## config.mk

```make
export PLATFORM = sky130hd
export DESIGN_NAME = uart_tx_mmio_flat
export DESIGN_NICKNAME = d
export VERILOG_FILES = /design/src/rtl/uart_pkg.sv /design/src/rtl/uart_tx_mmio_if.sv /design/src/rtl/tx_fifo.sv /design/src/rtl/uart_tx_mmio.sv /design/src/flat_wrapper.sv
export SDC_FILE = /design/constraint.sdc
export NUM_CORES = 1
export LEC_CHECK = 0
export BUFFER_PORTS_ARGS = -buffer_cell sky130_fd_sc_hd__buf_2
export CORE_ASPECT_RATIO = 0.9
export CORE_UTILIZATION = 41
export CTS_CLUSTER_SIZE = 24
export DETAILED_ROUTE_END_ITERATION = 6
export PLACE_DENSITY = 0.69
export SETUP_SLACK_MARGIN = 0.02
export SLEW_MARGIN = 20
export SYNTH_ARGS = -nofsm -noshare
export SYNTH_HDL_FRONTEND = slang
export SYNTH_HIERARCHICAL = 1
export SYNTH_SLANG_ARGS = --single-unit
export TNS_END_PERCENT = 30
```

## constraint.sdc

```tcl
create_clock -name clk -period 5.5 [get_ports clk]
set_input_delay 0.275 -clock clk [delete_from_list [all_inputs] [get_ports clk]]
set_output_delay 0.275 -clock clk [all_outputs]
set_load 0.03 [all_outputs]
```

## src/rtl/uart_pkg.sv

```systemverilog
// uart_pkg: shared register offsets, STATUS bit positions, FSM states and baud helper for uart_tx_mmio.
package uart_pkg;
    localparam logic [3:0] TXDATA_OFF = 4'h0;
    localparam logic [3:0] STATUS_OFF = 4'h4;
    localparam logic [3:0] DIV_OFF    = 4'h8;
    localparam logic [3:0] CTRL_OFF   = 4'hC;
    localparam int ST_FULL  = 0;
    localparam int ST_EMPTY = 1;
    localparam int ST_BUSY  = 2;
    localparam int ST_OVF   = 3;
    localparam int ST_CNT   = 4;
    typedef enum logic [1:0] {IDLE, START, DATA, STOP} state_t;
    // A divisor of 0 behaves like 1 so a bit always lasts at least one cycle.
    function automatic logic [15:0] bit_len(input logic [15:0] div);
        return (div == 16'd0) ? 16'd1 : div;
    endfunction
endpackage

```

## src/rtl/uart_tx_mmio_if.sv

```systemverilog
// uart_tx_mmio_if: CPU data-bus slice seen by the UART.
//   addr, wr, wdata : CPU -> UART (master drives)
//   rdata, sel      : UART -> CPU read mux (slave drives, registered)
interface uart_tx_mmio_if;
    logic [31:0] addr;
    logic        wr;
    logic [31:0] wdata;
    logic [31:0] rdata;
    logic        sel;
    modport master (output addr, wr, wdata, input rdata, sel);
    modport slave (input addr, wr, wdata, output rdata, sel);
endinterface

```

## src/rtl/tx_fifo.sv

```systemverilog
// tx_fifo: circular FIFO; a push into a full FIFO is accepted only when a pop happens in the same cycle.
//   clk, reset (sync, active-low) ; push/din in ; pop in ; dout = head entry ; full, empty, count out
module tx_fifo #(
    parameter int WIDTH = 8,
    parameter int DEPTH = 4
) (
    input  logic                   clk,
    input  logic                   reset,
    input  logic                   push,
    input  logic                   pop,
    input  logic [WIDTH-1:0]       din,
    output logic [WIDTH-1:0]       dout,
    output logic                   full,
    output logic                   empty,
    output logic [$clog2(DEPTH):0] count
);
    localparam int AW = $clog2(DEPTH);
    typedef logic [AW-1:0] ptr_t;
    typedef logic [AW:0] count_t;
    logic [WIDTH-1:0] mem [DEPTH];
    ptr_t rd_ptr, wr_ptr;
    logic do_push, do_pop;
    assign do_pop  = pop && !empty;
    assign do_push = push && (!full || do_pop);
    assign full    = count == count_t'(DEPTH);
    assign empty   = count == '0;
    assign dout    = mem[rd_ptr];
    always_ff @(posedge clk) begin
        if (!reset) begin
            rd_ptr <= '0;
            wr_ptr <= '0;
            count  <= '0;
        end else begin
            if (do_push) wr_ptr <= wr_ptr + ptr_t'(1);
            if (do_pop) rd_ptr <= rd_ptr + ptr_t'(1);
            count <= count + count_t'(do_push) - count_t'(do_pop);
        end
    end
    always_ff @(posedge clk) begin
        if (do_push) mem[wr_ptr] <= din;
    end
endmodule

```

## src/rtl/uart_tx_mmio.sv

```systemverilog
// uart_tx_mmio: memory-mapped 8N1 UART transmitter with TX FIFO, programmable divisor and STATUS register.
//   clk, reset (sync, active-low) ; bus : uart_tx_mmio_if.slave (addr/wr/wdata in, registered rdata/sel out)
//   tx : serial line, idle high ; irq : only when UART_TX_IRQ_EN is defined (idle-and-empty interrupt)
module uart_tx_mmio import uart_pkg::*; #(
    parameter logic [31:0] BASE_ADDR  = 32'hFFFF_0000,
    parameter int          FIFO_DEPTH = 4,
    parameter logic [15:0] DIV_RESET  = 16'd868
) (
    input  logic          clk,
    input  logic          reset,
    uart_tx_mmio_if.slave bus,
    output logic          tx
`ifdef UART_TX_IRQ_EN
    ,
    output logic          irq
`endif
);
    localparam int AW = $clog2(FIFO_DEPTH);
    logic hit, push, pop, full, empty, ovf, tx_n, bit_end;
    logic [3:0] off;
    logic [AW:0] count;
    logic [7:0] head, shift;
    logic [15:0] div, cnt, reload;
    logic [2:0] idx;
    logic [31:0] status, rd_mux, ctrl_rd;
    logic unused;
    state_t state, state_n;
    assign unused  = ^bus.wdata[31:16];
    assign hit     = bus.addr[31:4] == BASE_ADDR[31:4];
    assign off     = bus.addr[3:0];
    assign push    = hit && bus.wr && off == TXDATA_OFF;
    assign reload  = bit_len(div) - 16'd1;
    assign bit_end = cnt == 16'd0;
    tx_fifo #(.WIDTH(8), .DEPTH(FIFO_DEPTH)) u_fifo (
        .clk   (clk),
        .reset (reset),
        .push  (push),
        .pop   (pop),
        .din   (bus.wdata[7:0]),
        .dout  (head),
        .full  (full),
        .empty (empty),
        .count (count)
    );
    always_ff @(posedge clk) begin
        state <= !reset ? IDLE : state_n;
    end
    always_comb begin
        state_n = state;
        case (state)
            IDLE:    state_n = empty ? IDLE : START;
            START:   state_n = bit_end ? DATA : START;
            DATA:    state_n = (bit_end && idx == 3'd7) ? STOP : DATA;
            STOP:    state_n = !bit_end ? STOP : empty ? IDLE : START;
            default: state_n = IDLE;
        endcase
    end
    // tx is registered from the current state, so the line lags the FSM by one cycle.
    always_comb begin
        pop  = !empty && (state == IDLE || (state == STOP && bit_end));
        tx_n = state == START ? 1'b0 : state == DATA ? shift[0] : 1'b1;
    end
    always_comb begin
        status               = '0;
        status[ST_FULL]      = full;
        status[ST_EMPTY]     = empty;
        status[ST_BUSY]      = state != IDLE;
        status[ST_OVF]       = ovf;
        status[ST_CNT +: 5]  = 5'(count);
        rd_mux = off == STATUS_OFF ? status :
                 off == DIV_OFF    ? {16'd0, div} :
                 off == CTRL_OFF   ? ctrl_rd : '0;
    end
    always_ff @(posedge clk) begin
        if (!reset) begin
            div       <= DIV_RESET;
            cnt       <= '0;
            shift     <= '0;
            idx       <= '0;
            ovf       <= 1'b0;
            tx        <= 1'b1;
            bus.rdata <= '0;
            bus.sel   <= 1'b0;
        end else begin
            tx        <= tx_n;
            bus.sel   <= hit;
            bus.rdata <= hit ? rd_mux : '0;
            if (hit && bus.wr && off == DIV_OFF) div <= bus.wdata[15:0];
            // Reading STATUS returns the current overflow and clears it in the same edge.
            ovf <= (push && full && !pop) ? 1'b1 : (hit && off == STATUS_OFF) ? 1'b0 : ovf;
            if (pop) begin
                shift <= head;
                cnt   <= reload;
            end else if (state != IDLE) begin
                cnt <= bit_end ? reload : cnt - 16'd1;
                if (state == DATA && bit_end) begin
                    shift <= shift >> 1;
                    idx   <= idx + 3'd1;
                end
            end
        end
    end
`ifdef UART_TX_IRQ_EN
    logic irq_en;
    assign ctrl_rd = {31'd0, irq_en};
    always_ff @(posedge clk) begin
        if (!reset) begin
            irq_en <= 1'b0;
            irq    <= 1'b0;
        end else begin
            if (hit && bus.wr && off == CTRL_OFF) irq_en <= bus.wdata[0];
            irq <= irq_en && empty && state == IDLE;
        end
    end
`else
    assign ctrl_rd = '0;
`endif
endmodule

```

## src/flat_wrapper.sv

```systemverilog
// flat-port wrapper written by rule: the top's interface ports become plain ports
module uart_tx_mmio_flat import uart_pkg::*;
#(
    parameter logic [31:0] BASE_ADDR  = 32'hFFFF_0000,
    parameter int          FIFO_DEPTH = 4,
    parameter logic [15:0] DIV_RESET  = 16'd868
)
  (clk, reset, tx, bus_addr, bus_wr, bus_wdata, bus_rdata, bus_sel);
  uart_tx_mmio_if bus_i ();
  input  logic clk;
  input  logic reset;
  output logic tx;
  input wire logic [$bits(bus_i.addr)-1:0] bus_addr;
  input wire logic [$bits(bus_i.wr)-1:0] bus_wr;
  input wire logic [$bits(bus_i.wdata)-1:0] bus_wdata;
  output wire logic [$bits(bus_i.rdata)-1:0] bus_rdata;
  output wire logic [$bits(bus_i.sel)-1:0] bus_sel;
  assign bus_i.addr = bus_addr;
  assign bus_i.wr = bus_wr;
  assign bus_i.wdata = bus_wdata;
  assign bus_rdata = bus_i.rdata;
  assign bus_sel = bus_i.sel;
  uart_tx_mmio #(.BASE_ADDR(BASE_ADDR), .FIFO_DEPTH(FIFO_DEPTH), .DIV_RESET(DIV_RESET)) u_core (.clk(clk), .reset(reset), .bus(bus_i), .tx(tx));
endmodule
```

Word-level counts from Yosys, hierarchy flattened. Memory sizes are Yosys's and may differ from the RTL's. A register that Yosys moved wholly into a read port is not among the register bits. Cells that the tools add are included.

Register bits after elaboration: 87. Bits in writable memories: 32. Output and inout port bits: 34. Logic and storage cells: 87. Memories kept: 1.

Add/sub/neg operators: 7. Equal/unequal tests: 8. Muxes and demuxes: 22. Bitwise gates (word level): 4. Reduce and logical (&&, ||, !) cells: 31.

Memories: u_core.u_fifo.mem (depth 4, width 8, rd ports 1, clocked after Yosys merged registers in 1, write ports 1, line tx_fifo.sv:20) `logic [WIDTH-1:0] mem [DEPTH];`.

Operators with widths (count): 16-bit 2-to-1 mux (4); 16-bit logical NOT (2); 16-bit by 1-bit subtractor with 16-bit output, second input constant (2); 28-bit equality test, second input constant (1); 8-bit 2-to-1 mux (3); 7-bit 2-to-1 mux (2); 1-bit logical AND (12); 1-bit 2-to-1 mux (8); 2-bit 2-to-1 mux (4); 2-bit one-hot mux with 4 select lines (1); 2-bit nonzero test (4); 3-bit equality test, second input constant (2); 2-bit by 1-bit adder with 2-bit output, second input constant (2); 2-bit equality test, second input constant (2); 4-bit by 3-bit equality test with 1-bit output, second input constant (1); 4-bit equality test, second input constant (1); 4-bit logical NOT (1); 1-bit inverter (4); 2-bit AND reduction (2); 4-bit OR reduction (1); 3-bit by 1-bit adder with 3-bit output (1); 3-bit by 1-bit adder with 3-bit output, second input constant (1); 1-bit logical NOT (3); 3-bit logical NOT (1); 6 further kinds (7).

Depth between registers and ports, before layout.
Depth after elaboration: 9. Depth in mapped cells: 14. Gate-level depth less buffers: 14.

Modules after synthesis. Netlist, hierarchy kept.

By module, submodules not included: uart_tx_mmio (instances 1, cells an instance 381, area each 3405.8 µm², sequential area each 1281.2 µm²); tx_fifo (instances 1, cells an instance 89, area each 1630.3 µm², sequential area each 1141.1 µm²).

Worst setup path before layout. OpenSTA, ideal clock, no wires.

Kind: register to register. Start point: register u_core.cnt[0]. End point: register u_core.u_fifo.count[2]. Setup time: 0.115 ns. Data arrival time: 2.897 ns. Data required time: 5.385 ns. Setup slack: 2.488 ns. Cell stages (with the launch flop): 14. Buffers on the path: 0. Clock period less this slack: 3.012 ns. Cells stage by stage: dfxtp_1 > inv_1 > ha_1 > nor3b_2 > nand4_2 > o41a_4 > inv_2 > o31ai_2 > a21bo_1 > ha_1 > fa_1 > xnor2_1 > xnor2_1 > and2_1.

Cells in the longest elaborated chain, start to end: 9.

RTL lines: start, declared (line uart_tx_mmio.sv:23) `logic [15:0] div, cnt, reload;`; start signal, assigned (line uart_tx_mmio.sv:93) `cnt <= reload;`; start signal, assigned (line uart_tx_mmio.sv:95) `cnt <= bit_end ? reload : cnt - 16'd1;`; 16-bit logical NOT * (line uart_tx_mmio.sv:33) `assign bit_end = cnt == 16'd0;`; 1-bit logical AND * (line uart_tx_mmio.sv:60) `pop = !empty && (state == IDLE || (state == STOP && bit_end));`; 1-bit logical OR * (line uart_tx_mmio.sv:60); 1-bit logical AND * (line uart_tx_mmio.sv:60); net u_core.pop (line uart_tx_mmio.sv:19) `logic hit, push, pop, full, empty, ovf, tx_n, bit_end;`; 1-bit logical AND * (line tx_fifo.sv:23) `assign do_pop = pop && !empty;`; 1-bit logical OR (line tx_fifo.sv:24) `assign do_push = push && (!full || do_pop);`; 1-bit logical AND (line tx_fifo.sv:24); 3-bit by 1-bit adder with 3-bit output (line tx_fifo.sv:36) `count <= count + count_t'(do_push) - count_t'(do_pop);`; 3-bit by 1-bit subtractor with 3-bit output * (line tx_fifo.sv:36); end signal, assigned (line tx_fifo.sv:36); end, declared (line tx_fifo.sv:15) `output logic [$clog2(DEPTH):0] count`.

Mark *: on every way through the listed nets, which the timed path passes. The rest lies on a longest branch. A chain may end at the register's enable or synchronous reset.

Worst setup path in the final report. Same ends and word-level chain as after synthesis.

==> summary.txt <==
Clocking
  • Cts hold-fix bufs: 0
  • Count of cells resized by post-cts repair: 0
  • # clock sinks: 105
  • Clk_lat worst skew: 0.35 ns
  • # Post-CTS Setup Buffers: 0
  • Maximum root-to-sink buffer count: 2
  • Clk slew on worst S/H paths: 0.07 ns
  • CTS tree: built
  • CTS H-tree depth: 3
  • Root buf cell: clkbuf_16
  • CTS Buf Count: 9

Synth
  • Number of flops mapped to enable cells by yosys: 32
  • Synth Warn #: 6
  • Mean post-synth cell area: 10.72 µm²
  • Cells after synthesis: 470
  • Main synth FF type: dfxtp_1
  • Post-synthesis sequential area ratio: 0.4810
  • Async SR Flop Fraction: 0
  • Netlist cell types: 72
  • Synth Register Bits: 105
  • Mapped cell area: 5036 µm²

Global routing
  • GRT Resource Usage Total: 0.1825
  • Gr ovfl total: 0
  • First-pass GRT wire length: 18.02 mm
  • Number of global-route vias before repair: 3,633
  • Pin count of the biggest net entering global routing: 44
  • Initial antenna violation count: 0

Routing
  • Top routing layer used: met4
  • Vias/cell: 5.460
  • DRC viols: 0
  • Via Count: 3,773
  • Initial DRC Count: 216
  • WL/cell: 16.04 µm
  • Metal2 WL: 5.275 mm
  • Post-DRT Antenna Nets: 0
  • Pre-Repair DR Iteration Count: 4
  • DR WL met3: 633 µm
  • Post-Route M1 WL: 4.974 mm
  • Total Wirelength: 11.08 mm

Placed design
  • RePlAce Congestion: 0.8373
  • DP HPWL: 7.766 mm
  • Dpl ws: 2.034 ns
  • Buffers on Ports: 68

Timing
  • Final-report hold violation count: 0
  • Slew @ Worst Pin: 1.096 ns
  • Worst slew margin: 0.2673
  • Final worst slack: 1.989 ns
  • RSZ-0062 raised after global routing: no
  • Setup TNS: 0 ns
  • Tmin final: 3.511 ns
  • Final Setup Violations: 0
  • Maximum clock rate: 284.8 MHz
  • Worst hold slack: 0.1409 ns
  • Setup Skew: 0.008206 ns
  • Period utilisation layout: 0.6384
  • Slew Viols, Final: 0

Final layout
  • Share of cells above drive strength 1: 0.2241
  • Most common cell after layout, fill and taps aside: dfxtp_1
  • # diodes: 0
  • P&R area growth vs syn: 13.91%
  • Commonest non-fill, non-tap cells in the layout: dfxtp_1 (73), buf_2 (68), nor2_1 (35), edfxtp_1 (32), mux2i_1 (30)
  • Fin nets: 603

Pwr
  • Pwr/cell area: 279.6 nW/µm²
  • Peak VDD IR: 0.1686 mV
  • Switching Share: 0.2424
  • NetSw: 388.8 µW
  • Clock network fraction of design power: 0.421
  • Combinational power share: 0.079
  • Internal power: 1215 µW
  • Seq pwr share: 0.500
  • Leakage: 0.002400 µW

Worst setup path
  • Setup CP Type: register to register
  • CP Max Fanout: 19
  • Arrival time at the worst endpoint: 3.76 ns
  • Required @ worst endpoint: 5.75 ns
  • Crit path capture type: register
  • CP startpoint kind: register

Floorplan
  • Die Span Y: 107.1 µm
  • Row Count: 38
  • Core ar.: 12,030 µm²
  • Die ar.: 12,730 µm²
  • Initial core utilization: 0.4187
  • Die X: 118.8 µm
  • Top Ports: 101

Hold path
  • HP Class: primary input to register

Outcome
  • Status: finished, final reports clean

Job
  • Max-Cap Viols: 0
==> final timing paths <==
path | startpoint | end | slack [ns] | depth (start not counted)
hold / removal | bus_wdata[8] | u_core/div[8]$_SDFFE_PN1P_ | 0.14 | 3
hold reg to reg | u_core/ovf$_SDFFE_PN0P_ | u_core/bus.rdata[3]$_SDFF_PN0_ | 0.50 | 1
setup reg to reg | u_core/cnt[0]$_SDFFE_PN0P_ | u_core/u_fifo/count[2]$_SDFF_PN0_ | 1.99 | 13
setup / recovery | u_core/cnt[0]$_SDFFE_PN0P_ | u_core/u_fifo/count[2]$_SDFF_PN0_ | 1.99 | 13
==> metal layers <==
metal | track usage | vias up
met5 | 0 | -
met4 | 0.05967 | 0
met3 | 0.03936 | 17
met2 | 0.3099 | 134
met1 | 0.2310 | 1788
li1 | - | 1834
==> power groups by stage <==
stage               Clock [µW]  Combinational, µW  Sequential, µW
floorplan                    0               91.4             820
global placement             0                125             821
detailed placement           0                125             821
CTS                        684                125             803
global route               714                138             803
finish                     675                127             803
==> synthesized netlist by cell type (all sizes together) (2+ instances only) <==
library cell	count	share of area
or2	3	0.0037
and2	16	0.020
a22o	7	0.012
o211ai	4	0.0060
o21a	3	0.0045
mux4	8	0.036
a21oi	14	0.014
nor3	13	0.013
clkbuf	15	0.011
and4b	2	0.0040
dfxtp	73	0.29
and3	16	0.020
mux2i	30	0.060
nor4b	3	0.0077
or3	5	0.0062
xor2	3	0.0052
nor4	11	0.021
nor3b	3	0.0065
nor2	35	0.026
buf	26	0.036
nand4	7	0.013
ha	9	0.022
nand3	14	0.014
inv	10	0.0075
a31o	4	0.0070
a311oi	4	0.0070
o311ai	3	0.0052
nand2	25	0.019
xnor2	10	0.017
a21bo	2	0.0040
mux2	3	0.0067
a32o	2	0.0040
or4	8	0.013
nand2b	3	0.0037
o21ai	20	0.020
a31oi	7	0.0087
edfxtp	32	0.19
==> metrics by stage <==
step                      total power [µW]    util  cells  area [µm²]
after detailed placement             945.4  0.4509    675        5424
after global placement               945.1  0.4509    675        5424
after floorplan                      911.1       -    485        5092
after global routing                  1655  0.4769    691        5737
after CTS                             1612  0.4769    691        5737
final                                 1604  0.4769    691        5737
==> sequential cells by signal, summed over array words and instances (netlist names), named ones only <==
name,flops
u_core/u_fifo/mem,32
u_core/shift,8
u_core/bus.sel,1
u_core/div,16
u_core/u_fifo/wr_ptr,2
u_core/tx,1
u_core/ovf,1
u_core/state,2
u_core/u_fifo/count,3
u_core/bus.rdata,16
u_core/u_fifo/rd_ptr,2
u_core/cnt,16
u_core/idx,3
==> area by class of cell <==
class	instances	area, µm²
timing repair buffer	71	362.8
inverter	11	41.29
tap	160	200.2
clock buffer	11	242.7
fill	1100	6292
sequential	105	2422
clock inverter	5	70.07
multi-input combinational	328	2397
==> cell families after synthesis <==
family | share of synthesized area
other | 0.0007446
and+or+nand+nor | 0.1983
muxes | 0.1021
adders and majority gates | 0.02634
DFF | 0.4810
AOI/OAI and AO/OA | 0.1135
buffers and inverters | 0.05540
xor gates and xnor gates | 0.02261
==> critical path, stage by stage (launching register included) <==
cell     delay (ns)
dfxtp_1        0.34
inv_1          0.10
ha_1           0.20
nor3b_2        0.41
nand4_2        0.32
o41a_4         0.63
inv_2          0.13
o31ai_2        0.10
a21bo_1        0.19
ha_1           0.18
fa_1           0.38
xnor2_1        0.15
xnor2_1        0.13
and2_1         0.14
No activity file was read; power rests on OpenSTA's default activity.
